--- config.mk ---
export PLATFORM = sky130hd
export DESIGN_NAME = logo_motion_ctrl_flat
export DESIGN_NICKNAME = d
export VERILOG_FILES = /design/src/rtl/vga_pkg.sv /design/src/rtl/logo_motion_ctrl_if.sv /design/src/rtl/axis_bounce.sv /design/src/rtl/logo_motion_ctrl.sv /design/src/flat_wrapper.sv
export SDC_FILE = /design/constraint.sdc
export NUM_CORES = 1
export LEC_CHECK = 0
export CAP_MARGIN = 20
export CORE_UTILIZATION = 51
export CTS_CLUSTER_DIAMETER = 120
export CTS_CLUSTER_SIZE = 14
export DETAILED_ROUTE_END_ITERATION = 8
export PLACE_DENSITY_LB_ADDON = 0.12
export SYNTH_ARGS = -nofsm -noshare
export SYNTH_HDL_FRONTEND = slang
export SYNTH_SLANG_ARGS = --single-unit
--- constraint.sdc ---
create_clock -name pclk -period 2.5 [get_ports pclk]
set_input_delay 0.75 -clock pclk [delete_from_list [all_inputs] [get_ports pclk]]
set_output_delay 0.75 -clock pclk [all_outputs]
set_load 0.1 [all_outputs]
--- src/rtl/vga_pkg.sv ---
// Shared VGA timing constants, logo FSM state encoding and the move-interval helper
// used by the logo motion controller.
package vga_pkg;

  localparam int CNT_W        = 10;
  localparam int H_ACTIVE_DEF = 640;
  localparam int V_ACTIVE_DEF = 480;

  typedef enum logic [1:0] {
    ST_IDLE       = 2'd0,
    ST_WAIT_FRAME = 2'd1,
    ST_MOVE_X     = 2'd2,
    ST_MOVE_Y     = 2'd3
  } state_t;

  // sel 0..3 looks at 3, 2, 1 or 0 low bits of the frame counter.
  function automatic logic move_due(input logic [2:0] cnt, input logic [1:0] sel);
    logic due;
    case (sel)
      2'd0:    due = &cnt;
      2'd1:    due = &cnt[1:0];
      2'd2:    due = cnt[0];
      default: due = 1'b1;
    endcase
    return due;
  endfunction

endpackage

--- src/rtl/logo_motion_ctrl_if.sv ---
// Raster counters and controls into the logo controller, position/direction/bounce out.
// The master side is the VGA timing block plus control logic; the slave side is the controller.
interface logo_motion_ctrl_if;
  import vga_pkg::*;

  logic [CNT_W-1:0] h_cnt;
  logic [CNT_W-1:0] v_cnt;
  logic             enable;
  logic [1:0]       speed_sel;
  logic [CNT_W-1:0] logo_x;
  logic [CNT_W-1:0] logo_y;
  logic             dir_x;
  logic             dir_y;
  logic             bounce;

  modport master (
    output h_cnt, v_cnt, enable, speed_sel,
    input  logo_x, logo_y, dir_x, dir_y, bounce
  );

  modport slave (
    input  h_cnt, v_cnt, enable, speed_sel,
    output logo_x, logo_y, dir_x, dir_y, bounce
  );

endinterface

--- src/rtl/axis_bounce.sv ---
// One axis of the bouncing-logo step: next position, next direction and whether it reversed.
// Arithmetic is one bit wider than the position so pos+STEP never wraps.
module axis_bounce
  import vga_pkg::*;
#(
  parameter int MAX  = 576,
  parameter int STEP = 2
) (
  input  logic [CNT_W-1:0] i_pos,
  input  logic             i_dir,
  output logic [CNT_W-1:0] o_pos,
  output logic             o_dir,
  output logic             o_flip
);

  localparam logic [CNT_W:0] STEP_W = STEP[CNT_W:0];
  localparam logic [CNT_W:0] MAX_W  = MAX[CNT_W:0];

  logic [CNT_W:0] w_pos_ext;
  logic [CNT_W:0] w_sum;

  assign w_pos_ext = {1'b0, i_pos};
  assign w_sum     = w_pos_ext + STEP_W;

  always_comb begin
    o_pos  = i_pos;
    o_dir  = i_dir;
    o_flip = 1'b0;
    if (i_dir) begin
      if (w_sum >= MAX_W) begin
        o_pos  = MAX_W[CNT_W-1:0];
        o_dir  = 1'b0;
        o_flip = 1'b1;
      end else begin
        o_pos = w_sum[CNT_W-1:0];
      end
    end else begin
      if (w_pos_ext <= STEP_W) begin
        o_pos  = '0;
        o_dir  = 1'b1;
        o_flip = 1'b1;
      end else begin
        o_pos = i_pos - STEP_W[CNT_W-1:0];
      end
    end
  end

endmodule

--- src/rtl/logo_motion_ctrl.sv ---
// Bouncing-logo position controller: moves the logo once every 1/2/4/8 frames during
// vertical blanking, X then Y on consecutive cycles, pulsing bounce on each reversal.
module logo_motion_ctrl
  import vga_pkg::*;
#(
  parameter int H_ACTIVE = H_ACTIVE_DEF,
  parameter int V_ACTIVE = V_ACTIVE_DEF,
  parameter int LOGO_W   = 64,
  parameter int LOGO_H   = 32,
  parameter int STEP     = 2,
  parameter int X_INIT   = 0,
  parameter int Y_INIT   = 0
) (
  input logic             pclk,
  input logic             rst_n,
  logo_motion_ctrl_if.slave bus
);

  localparam int X_MAX = H_ACTIVE - LOGO_W;
  localparam int Y_MAX = V_ACTIVE - LOGO_H;

  localparam logic [CNT_W-1:0] X_INIT_W   = X_INIT[CNT_W-1:0];
  localparam logic [CNT_W-1:0] Y_INIT_W   = Y_INIT[CNT_W-1:0];
  localparam logic [CNT_W-1:0] V_ACTIVE_W = V_ACTIVE[CNT_W-1:0];

  state_t           r_state;
  logic [2:0]       r_frame_cnt;
  logic [CNT_W-1:0] r_logo_x;
  logic [CNT_W-1:0] r_logo_y;
  logic             r_dir_x;
  logic             r_dir_y;
  logic             r_bounce;

  logic             w_frame_tick;
  logic             w_move_start;
  logic [CNT_W-1:0] w_x_next;
  logic [CNT_W-1:0] w_y_next;
  logic             w_dir_x_next;
  logic             w_dir_y_next;
  logic             w_flip_x;
  logic             w_flip_y;

  // First pixel of the first blanking line: one cycle per frame.
  assign w_frame_tick = (bus.h_cnt == '0) && (bus.v_cnt == V_ACTIVE_W);
  assign w_move_start = w_frame_tick && bus.enable && move_due(r_frame_cnt, bus.speed_sel);

  axis_bounce #(.MAX(X_MAX), .STEP(STEP)) u_axis_x (
    .i_pos  (r_logo_x),
    .i_dir  (r_dir_x),
    .o_pos  (w_x_next),
    .o_dir  (w_dir_x_next),
    .o_flip (w_flip_x)
  );

  axis_bounce #(.MAX(Y_MAX), .STEP(STEP)) u_axis_y (
    .i_pos  (r_logo_y),
    .i_dir  (r_dir_y),
    .o_pos  (w_y_next),
    .o_dir  (w_dir_y_next),
    .o_flip (w_flip_y)
  );

  // Once MOVE_X starts it always runs through MOVE_Y, whatever enable does.
  always_ff @(posedge pclk or negedge rst_n) begin
    if (!rst_n) begin
      r_state     <= ST_IDLE;
      r_frame_cnt <= 3'd0;
      r_logo_x    <= X_INIT_W;
      r_logo_y    <= Y_INIT_W;
      r_dir_x     <= 1'b1;
      r_dir_y     <= 1'b1;
      r_bounce    <= 1'b0;
    end else begin
      r_bounce <= 1'b0;
      if (w_frame_tick && bus.enable) begin
        r_frame_cnt <= r_frame_cnt + 3'd1;
      end
      case (r_state)
        ST_IDLE: begin
          r_state <= ST_WAIT_FRAME;
        end
        ST_WAIT_FRAME: begin
          if (w_move_start) begin
            r_state <= ST_MOVE_X;
          end
        end
        ST_MOVE_X: begin
          r_logo_x <= w_x_next;
          r_dir_x  <= w_dir_x_next;
          r_bounce <= w_flip_x;
          r_state  <= ST_MOVE_Y;
        end
        ST_MOVE_Y: begin
          r_logo_y <= w_y_next;
          r_dir_y  <= w_dir_y_next;
          r_bounce <= w_flip_y;
          r_state  <= ST_WAIT_FRAME;
        end
      endcase
    end
  end

  assign bus.logo_x = r_logo_x;
  assign bus.logo_y = r_logo_y;
  assign bus.dir_x  = r_dir_x;
  assign bus.dir_y  = r_dir_y;
  assign bus.bounce = r_bounce;

endmodule

--- src/flat_wrapper.sv ---
// flat-port wrapper written by rule: the top's interface ports become plain ports
module logo_motion_ctrl_flat import vga_pkg::*;
#(
  parameter int H_ACTIVE = H_ACTIVE_DEF,
  parameter int V_ACTIVE = V_ACTIVE_DEF,
  parameter int LOGO_W   = 64,
  parameter int LOGO_H   = 32,
  parameter int STEP     = 2,
  parameter int X_INIT   = 0,
  parameter int Y_INIT   = 0
)
  (pclk, rst_n, bus_h_cnt, bus_v_cnt, bus_enable, bus_speed_sel, bus_logo_x, bus_logo_y, bus_dir_x, bus_dir_y, bus_bounce);
  logo_motion_ctrl_if bus_i ();
  input logic pclk;
  input logic rst_n;
  input wire logic [$bits(bus_i.h_cnt)-1:0] bus_h_cnt;
  input wire logic [$bits(bus_i.v_cnt)-1:0] bus_v_cnt;
  input wire logic [$bits(bus_i.enable)-1:0] bus_enable;
  input wire logic [$bits(bus_i.speed_sel)-1:0] bus_speed_sel;
  output wire logic [$bits(bus_i.logo_x)-1:0] bus_logo_x;
  output wire logic [$bits(bus_i.logo_y)-1:0] bus_logo_y;
  output wire logic [$bits(bus_i.dir_x)-1:0] bus_dir_x;
  output wire logic [$bits(bus_i.dir_y)-1:0] bus_dir_y;
  output wire logic [$bits(bus_i.bounce)-1:0] bus_bounce;
  assign bus_i.h_cnt = bus_h_cnt;
  assign bus_i.v_cnt = bus_v_cnt;
  assign bus_i.enable = bus_enable;
  assign bus_i.speed_sel = bus_speed_sel;
  assign bus_logo_x = bus_i.logo_x;
  assign bus_logo_y = bus_i.logo_y;
  assign bus_dir_x = bus_i.dir_x;
  assign bus_dir_y = bus_i.dir_y;
  assign bus_bounce = bus_i.bounce;
  logo_motion_ctrl #(.H_ACTIVE(H_ACTIVE), .V_ACTIVE(V_ACTIVE), .LOGO_W(LOGO_W), .LOGO_H(LOGO_H), .STEP(STEP), .X_INIT(X_INIT), .Y_INIT(Y_INIT)) u_core (.pclk(pclk), .rst_n(rst_n), .bus(bus_i));
endmodule
**After elaboration in Yosys (flattened, before gate mapping)**

Index checks and enable logic that the tools add are counted.

- ROM bits: 0
- Memories kept: 0
- Latch bits: 0
- Bits in writable memories: 0
- Bits of input ports: 25
- Register bits: 28

- Magnitude comparators: 4
- Reduce and logical (&&, ||, !) cells: 9
- Multipliers: 0
- Multiplexer cells: 20
- Add/subtract/negate cells: 5
- Shift-type cells: 0
- Eq/ne operators: 7
- Bitwise operators: 0
- Div/mod/pow operators: 0

Operators by type and width:

| operator | number |
|---|---|
| 2-to-1 mux 10 bit | 6 |
| adder 10 x 2 -> 11 bit, second input constant | 2 |
| <= comparator 10 x 2 -> 1 bit, second input constant | 2 |
| subtractor 10 x 2 -> 10 bit, second input constant | 2 |
| >= comparator 11 x 10 -> 1 bit, second input constant | 1 |
| >= comparator 11 x 9 -> 1 bit, second input constant | 1 |
| equality test 10 x 9 -> 1 bit, second input constant | 1 |
| logical NOT 10 bit | 1 |
| 2-to-1 mux 1 bit | 10 |
| equality test 2 bit, second input constant | 3 |
| case mux 2 bit (3 select lines) | 1 |
| equality test 2 x 1 -> 1 bit, second input constant | 2 |
| logical NOT 2 bit | 2 |
| adder 3 x 1 -> 3 bit, second input constant | 1 |
| logical AND 1 bit | 3 |
| case mux 1 bit (3 select lines) | 1 |
| AND reduction 3 bit | 1 |
| 2-to-1 mux 2 bit | 1 |
| inequality test 2 x 1 -> 1 bit, second input constant | 1 |
| case mux 1 bit (2 select lines) | 1 |
| AND reduction 2 bit | 1 |
| OR reduction 2 bit | 1 |

**Logic depth before layout (Yosys ltp)**

Gate-level depths: netlist of the first run.

- Word-level depth: 6
- Gate-level depth with buffers: 9
- Mapped depth without buffers: 7

**Hierarchy**

A second synthesis of the first run with hierarchy kept.

- Cell total of the unflattened synthesis: 253
- Area total of the unflattened synthesis: 2378.5 sq um

Modules (own cells, without submodules):

| module | sequential area each (sq um) | area an instance (sq um) | times used | cells an instance |
|---|---|---|---|---|
| logo_motion_ctrl | 703.2 | 1189.9 | 1 | 79 |
| axis_bounce (u_core.u_axis_y) | 0.0 | 613.1 | 1 | 87 |
| axis_bounce (u_core.u_axis_x) | 0.0 | 575.6 | 1 | 87 |

**Worst setup path after synthesis of the first run**

Ideal clock, no wire load.

- Path kind: flip-flop to flip-flop
- Start point: reg u_core.r_logo_x[2] (netlist: u_core.bus.logo_x[2])
- End point: reg u_core.r_logo_x[3] (netlist: u_core.bus.logo_x[3])
- Path buffers: 0
- Clock period less this slack: 2605 ps
- Cell stages (with the launch flop): 8
- Required time: 2376 ps
- Slack: -105 ps
- Data arrival time: 2480 ps
- Cell sequence: dfrtp_1 -> ha_1 -> nand3_1 -> or3_1 -> and4_1 -> a31oi_1 -> o221ai_1 -> o2bb2ai_1

- Longest elaborated chain between the ends: 4
- Elaborated cells on any way between the ends: 7
- Those cells by class: add/sub (2); order compare (2); mux (3)

Ends and longest elaborated chain:

| what | RTL line | text |
|---|---|---|
| from (decl) | logo_motion_ctrl.sv:28 | `logic [CNT_W-1:0] r_logo_x;` |
| from (signal assigned) | logo_motion_ctrl.sv:88 | `r_logo_x <= w_x_next;` |
| adder 10 x 2 -> 11 bit | axis_bounce.sv:23 | `assign w_sum = w_pos_ext + STEP_W;` |
| >= comparator 11 x 10 -> 1 bit | axis_bounce.sv:30 | `if (w_sum >= MAX_W) begin` |
| 2-to-1 mux 10 bit | axis_bounce.sv:30 |  |
| 2-to-1 mux 10 bit * | axis_bounce.sv:29 | `if (i_dir) begin` |

Mark *: on every way between the ends. The rest lies on a longest branch, timed or not.
A chain may end at the register's enable or synchronous reset.

**Worst setup path in the final report of the first run**

- Start point: reg u_core.r_logo_y[1] (netlist: u_core.bus.logo_y[1])
- End point: reg u_core.r_logo_y[3] (netlist: u_core.bus.logo_y[3])

- Longest elaborated chain between the ends: 4
- Elaborated cells on any way between the ends: 7
- Those cells by class: add/sub (2); order compare (2); mux (3)

Ends and longest elaborated chain:

| what | RTL line | text |
|---|---|---|
| from (decl) | logo_motion_ctrl.sv:29 | `logic [CNT_W-1:0] r_logo_y;` |
| from (signal assigned) | logo_motion_ctrl.sv:94 | `r_logo_y <= w_y_next;` |
| adder 10 x 2 -> 11 bit | axis_bounce.sv:23 |  |
| >= comparator 11 x 9 -> 1 bit | axis_bounce.sv:30 |  |
| 2-to-1 mux 10 bit | axis_bounce.sv:30 |  |
| 2-to-1 mux 10 bit * | axis_bounce.sv:29 |  |

Marks and branches as above.

==> results of run 1 <==
## cells in the final DEF (no fill, tap or decap), drive strengths merged, types with 5 or more instances in the layout
cell	instances
buf	25
clkdlybuf4s50	24
dfrtp	24
nor2	23
o21ai	19
nand2	18
inv	12
a21oi	12
ha	11
nor3	10
or3	7
nand3	7
a31oi	6
nand2b	6
mux2i	6
a22o	5
nor4	5
## metrics by stage
stage / instances / setup WS (ns) / hold slack (ns) / total power, µW
floorplan: 257 / 0.01576 / 0.4544 / 1627
global placement: 341 / 0.1412 / 0.4948 / 1889
finish: 345 / 0.3318 / 0.5061 / 2172
CTS: 345 / 0.3485 / 0.5117 / 2177
global route: 345 / 0.1326 / 0.5335 / 2300
detailed placement: 341 / 0.06022 / 0.4949 / 1895
## flip-flops by register name, indices dropped and copies added, names as in the netlist
signal / count
u_core.bus.dir_y: 1
u_core.bus.bounce: 1
u_core.bus.logo_x: 9
u_core.bus.logo_y: 9
u_core.r_frame_cnt: 3
u_core.bus.dir_x: 1
u_core.r_state: 2
## final cells by class
| class | count | area, µm² |
|---|---|---|
| Clock buffer | 4 | 55.05 |
| Tap cell | 50 | 62.56 |
| Timing Repair Buffer | 49 | 478.0 |
| Sequential cell | 26 | 660.6 |
| Inverter | 12 | 45.04 |
| Multi-Input combinational cell | 204 | 1435 |
| Fill cell | 338 | 1350 |
## kinds of logic after synthesis
kind of cell / count (synthesis) / synth area share (%)
and+or+nand+nor: 97 / 24.97
AOI/OAI and AO/OA: 82 / 27.57
buffers and inverters: 27 / 5.875
DFF: 26 / 29.49
adders and majority gates: 11 / 6.215
muxes: 10 / 4.915
xor gates and xnor gates: 2 / 0.7911
other: 1 / 0.1693
## worst max-delay path, delay by kind of cell (launching register included)
family / cells / cell delay (ns)
AO/OA/AOI/OAI: 5 / 1.04
adder cells (fa/ha/maj): 1 / 0.34
AND/OR/NAND/NOR: 1 / 0.16
flip-flops: 1 / 0.56
## per-layer routing
metal / up-vias / share of wire, % / routed length, µm / GRT usage [%]
met5: - / 0 / 0 / 0
met4: 0 / 0.61 / 31 / 4.427
met3: 6 / 3.7 / 190 / 4.000
met2: 62 / 50 / 2542 / 40.35
met1: 983 / 46 / 2352 / 33.23
li1: 1039 / - / - / -
## power breakdown
| group | total [µW] | switching, µW | internal (µW) |
|---|---|---|---|
| combinational | 1190 | 817 | 373 |
| clock | 277 | 137 | 141 |
| sequential | 705 | 203 | 502 |
| total | 2170 | 1160 | 1020 |
## worst max-delay path by stage
stage,from,to
2_1_floorplan,u_core.bus.logo_y[8]$_DFFE_PN0P_,u_core.bus.logo_y[4]$_DFFE_PN0P_
3_3_place_gp,bus_v_cnt[6],u_core.r_frame_cnt[1]$_DFFE_PN0P_
3_5_place_dp,bus_v_cnt[5],u_core.r_state[1]$_DFFE_PN0P_
4_1_cts,u_core.bus.logo_y[1]$_DFFE_PN0P_,u_core.bus.logo_y[3]$_DFFE_PN0P_
5_1_grt,u_core.bus.logo_y[1]$_DFFE_PN0P_,u_core.bus.logo_y[3]$_DFFE_PN0P_
6_report,u_core.bus.logo_y[1]$_DFFE_PN0P_,u_core.bus.logo_y[3]$_DFFE_PN0P_
==> flow_summary.toml, run 1 <==
[global_routing]
grt_overflow_total = 0
grt_first_pass_wirelength_mm = 8.569
antenna_found_initial = 0
grt_start_max_net_pins = 27
grt_usage_pct = 24.23
grt_pass1_vias = 1828

[sta]
timing.setup.tns_ns = 0
slew_headroom_pct = 56.28
rsz0062_at_grt = "false"
timing.final.crit_share_pct = 86.73
drv_slew = 0
finalSetupViolations = 0
finalClockSkew_ns = 0.003081
worst_pin_slew_ns = 0.6558
fmax_mhz = 461.2
timing.final.crit_period_ns = 2.168
hold_violations = 0

[cts]
clockBufferDepth = 2
post_cts_resized = 0
holdBufCountCts = 0
clkSlewWorstSetupHoldPaths_ns = 0.09
cts_buffers = 3
clock-root-buffer = "clkbuf_8"
post_cts_buffers = 0
cts_tree = "done"
clkSinkCount = 26
clock_latency_ns = 0.27
htreeDepth = 1

[route]
wl_per_cell_um = 14.83
first_iter_violations = 212
num_vias = 2090
drt_drc_violations_left = 0
drt-pass1-iter-count = 5
wirelength_mm = 5.116
ant_nets = 0
vias_per_cell = 6.058

[worst_setup_path]
crit_path_cell_trace = "ha_1 -> nand3_1 -> o41ai_2 -> o2111a_2 -> a22o_1 -> a21oi_1 -> a31oi_1"
reg2regPathDepth = 7
cp.required_ns = 2.69
cp_max_fo = 12
crit_path_end_kind = "flop"
critPathLaunchType = "flop"
critical_path_class = "reg -> reg"
reg2reg_slack_ns = 0.33
reg2reg_from = "u_core.bus.logo_y[1]$_DFFE_PN0P_"
cp_slowest_stage_delay_ns = 0.56
crit_arrival_ns = 2.36
r2r_end = "u_core.bus.logo_y[3]$_DFFE_PN0P_"
crit_slowest_cell = "dfrtp_1"

[hold_path]
hold_class = "reg -> reg"
whs_endpoint = "u_core.r_frame_cnt[0]$_DFFE_PN0P_"
hp-start = "u_core.r_frame_cnt[0]$_DFFE_PN0P_"
holdPathStages = 1

[yosys]
synth_top_area_share_pct = 27.12
netlist_top_cells_count = "dfrtp_1, nor2_1, nand2_1, o21ai_0, inv_1"
synth_area_per_cell_um2 = 8.651
synth_most_common_cell = "dfrtp_1"
netlist_area_um2 = 2215
ys_top_cells_by_area = "dfrtp_1, ha_1, nor2_1"
synth-seq-cells = 26
synth-edff-count = 0
yosysWarnings = 0
synth_cell_type_count = 68
synthArstFlopShare_pct = 100.0
synth_ff_type = "dfrtp_1"
seq_area_frac_synth_pct = 29.49
synth_cells = 256
post-synth-top-area-cell = "dfrtp_1"

[floorplan]
die_h_um = 67.90
pin_count = 48
coreArea_um2 = 4086
start_util_pct = 54.19
placement_rows = 23
dieArea_um2 = 4610
die_w_um = 67.90

[placed_design]
gp_congestion = 0.8772
io_buffer_count = 45
dpl-instance-area_um2 = 2681
dp_hpwl_mm = 3.751

[power]
max-vdd-ir-drop_uv = 434.0
leakage_uw = 0.001143
p_per_area_nw_per_um2 = 793.9

[cells_and_area]
final_area_um2 = 2736
antenna_cells = 0
area_growth_pct = 23.56
final_util_pct = 66.96
drive_above_1_share_pct = 19.66
nNetsFinal = 332

[status]
status = "complete, no violations"

[run]
maxCapViolCount = 0
Power figures use the tool's default switching activity.
==> run 2: changes to the inputs <==
--- a/config.mk
+++ b/config.mk
@@ -6,6 +6,7 @@
 export NUM_CORES = 1
 export LEC_CHECK = 0
 export CAP_MARGIN = 20
+export CORE_MARGIN = 2
 export CORE_UTILIZATION = 51
 export CTS_CLUSTER_DIAMETER = 120
 export CTS_CLUSTER_SIZE = 14
==> flow_summary.toml, run 2 (same netlist as run 1, synthesis figures left out) <==
[status]
status = "complete, no violations"

[floorplan]
die_h_um = 69.90
start_util_pct = 54.19
dieArea_um2 = 4885
coreArea_um2 = 4086
placement_rows = 23
pin_count = 48
die_w_um = 69.90

[sta]
rsz0062_at_grt = "false"
timing.final.crit_period_ns = 2.142
timing.final.crit_share_pct = 85.69
worst_pin_slew_ns = 0.6973
finalSetupViolations = 0
setup_ws_ns = 0.3578
timing.hold.ws_ns = 0.5053
timing.setup.tns_ns = 0
slew_headroom_pct = 53.51
drv_slew = 0
hold_violations = 0
finalClockSkew_ns = 0.002745
fmax_mhz = 466.8

[cts]
post_cts_buffers = 0
clockBufferDepth = 2
clkSinkCount = 26
clock_latency_ns = 0.27
clkSlewWorstSetupHoldPaths_ns = 0.09
cts_buffers = 3
htreeDepth = 1
holdBufCountCts = 0
cts_tree = "done"
post_cts_resized = 0
clock-root-buffer = "clkbuf_8"

[route]
ant_nets = 0
drt-pass1-iter-count = 4
vias_per_cell = 6.075
wirelength_mm = 5.378
drt_drc_violations_left = 0
num_vias = 2108
first_iter_violations = 143
wl_per_cell_um = 15.50

[worst_setup_path]
cp_slowest_stage_delay_ns = 0.57
crit_slowest_cell = "dfrtp_1"
critical_path_class = "reg -> reg"
crit_buf_inv = 0
crit_path_cell_trace = "ha_1 -> nand3_1 -> o41ai_2 -> o2111a_2 -> a22o_1 -> a21oi_1 -> a31oi_1"
cp_top_family = "compound AO/OA/AOI/OAI gates"
reg2reg_slack_ns = 0.36
r2r_end = "u_core.bus.logo_y[3]$_DFFE_PN0P_"
crit_path_end_kind = "flop"
cp_max_fo = 12
reg2regPathDepth = 7
crit_arrival_ns = 2.34
reg2reg_from = "u_core.bus.logo_y[1]$_DFFE_PN0P_"
cp.required_ns = 2.70
critPathLaunchType = "flop"

[cells_and_area]
multi_input_comb_area_um2 = 1435
nNetsFinal = 334
n_fill_cell = 369
antenna_cells = 0
final_common_cell = "clkdlybuf4s50_1"
area_growth_pct = 23.79
drive_above_1_share_pct = 19.87
regArea_um2 = 660.6
layout_common_cells = "clkdlybuf4s50_1, buf_4, nor2_1"

[hold_path]
whs_endpoint = "u_core.r_frame_cnt[0]$_DFFE_PN0P_"
holdPathStages = 1
hp-start = "u_core.r_frame_cnt[0]$_DFFE_PN0P_"
hold_class = "reg -> reg"

[placed_design]
dp_hpwl_mm = 3.985
io_buffer_count = 45
place_ws_ns = 0.1135
gp_congestion = 0.9394

[global_routing]
grt_usage_pct = 22.33
grt_overflow_total = 0
antenna_found_initial = 0
grt_start_max_net_pins = 27
grt_first_pass_wirelength_mm = 9.121
grt_pass1_vias = 2010

[power]
p_per_area_nw_per_um2 = 790.3
max-vdd-ir-drop_uv = 579.4
total_power_uw = 2166
leakage_uw = 0.001148

[run]
maxCapViolCount = 0
run 2: cell types whose count changed in the layout (fill, tap and decap cells not counted), sizes merged:
cell  delta
buf      +2
run 2: report_power, final:
group / switching, µW / total [µW] / internal, µW
sequential: 198 / 700 / 502
clock: 139 / 253 / 114
combinational: 830 / 1210 / 383
total: 1170 / 2170 / 1000
run 2: metrics by stage:
stage / util, % / std cells / instance area [µm²]
after floorplan: - / 257 / 2226
after global placement: 65.98 / 343 / 2696
after detailed placement: 65.98 / 343 / 2696
after CTS: 67.09 / 347 / 2741
after global routing: 67.09 / 347 / 2741
final: 67.09 / 347 / 2741
run 2: metal layers:
metal	GRT usage, %	vias to the layer above	share of wire, %
met5	0	-	0
met4	4.487	0	0.61
met3	2.886	4	4.7
met2	39.26	56	50
met1	29.41	1002	45
li1	-	1046	-
run 2: worst max-delay path by stage:
| stage | start | to | slack [ns] | depth (start not counted) |
|---|---|---|---|---|
| 6_report | u_core.bus.logo_y[1]$_DFFE_PN0P_ | u_core.bus.logo_y[3]$_DFFE_PN0P_ | 0.36 | 7 |
| 5_1_grt | u_core.bus.logo_y[1]$_DFFE_PN0P_ | u_core.bus.logo_y[4]$_DFFE_PN0P_ | 0.14 | 7 |
| 3_5_place_dp | bus_v_cnt[5] | u_core.r_state[1]$_DFFE_PN0P_ | 0.11 | 7 |
| 2_1_floorplan | u_core.bus.logo_y[8]$_DFFE_PN0P_ | u_core.bus.logo_y[4]$_DFFE_PN0P_ | 0.02 | 6 |
| 4_1_cts | u_core.bus.logo_y[1]$_DFFE_PN0P_ | u_core.bus.logo_y[3]$_DFFE_PN0P_ | 0.37 | 7 |
| 3_3_place_gp | bus_v_cnt[6] | u_core.r_frame_cnt[1]$_DFFE_PN0P_ | 0.13 | 7 |
run 2: area by class of cell:
type / count / share of cell area, %
clock buffer: 4 / 1.643
inverter: 12 / 1.643
multi-input combinational: 204 / 52.35
sequential: 26 / 24.10
tap: 50 / 2.282
timing repair buffer: 51 / 17.98
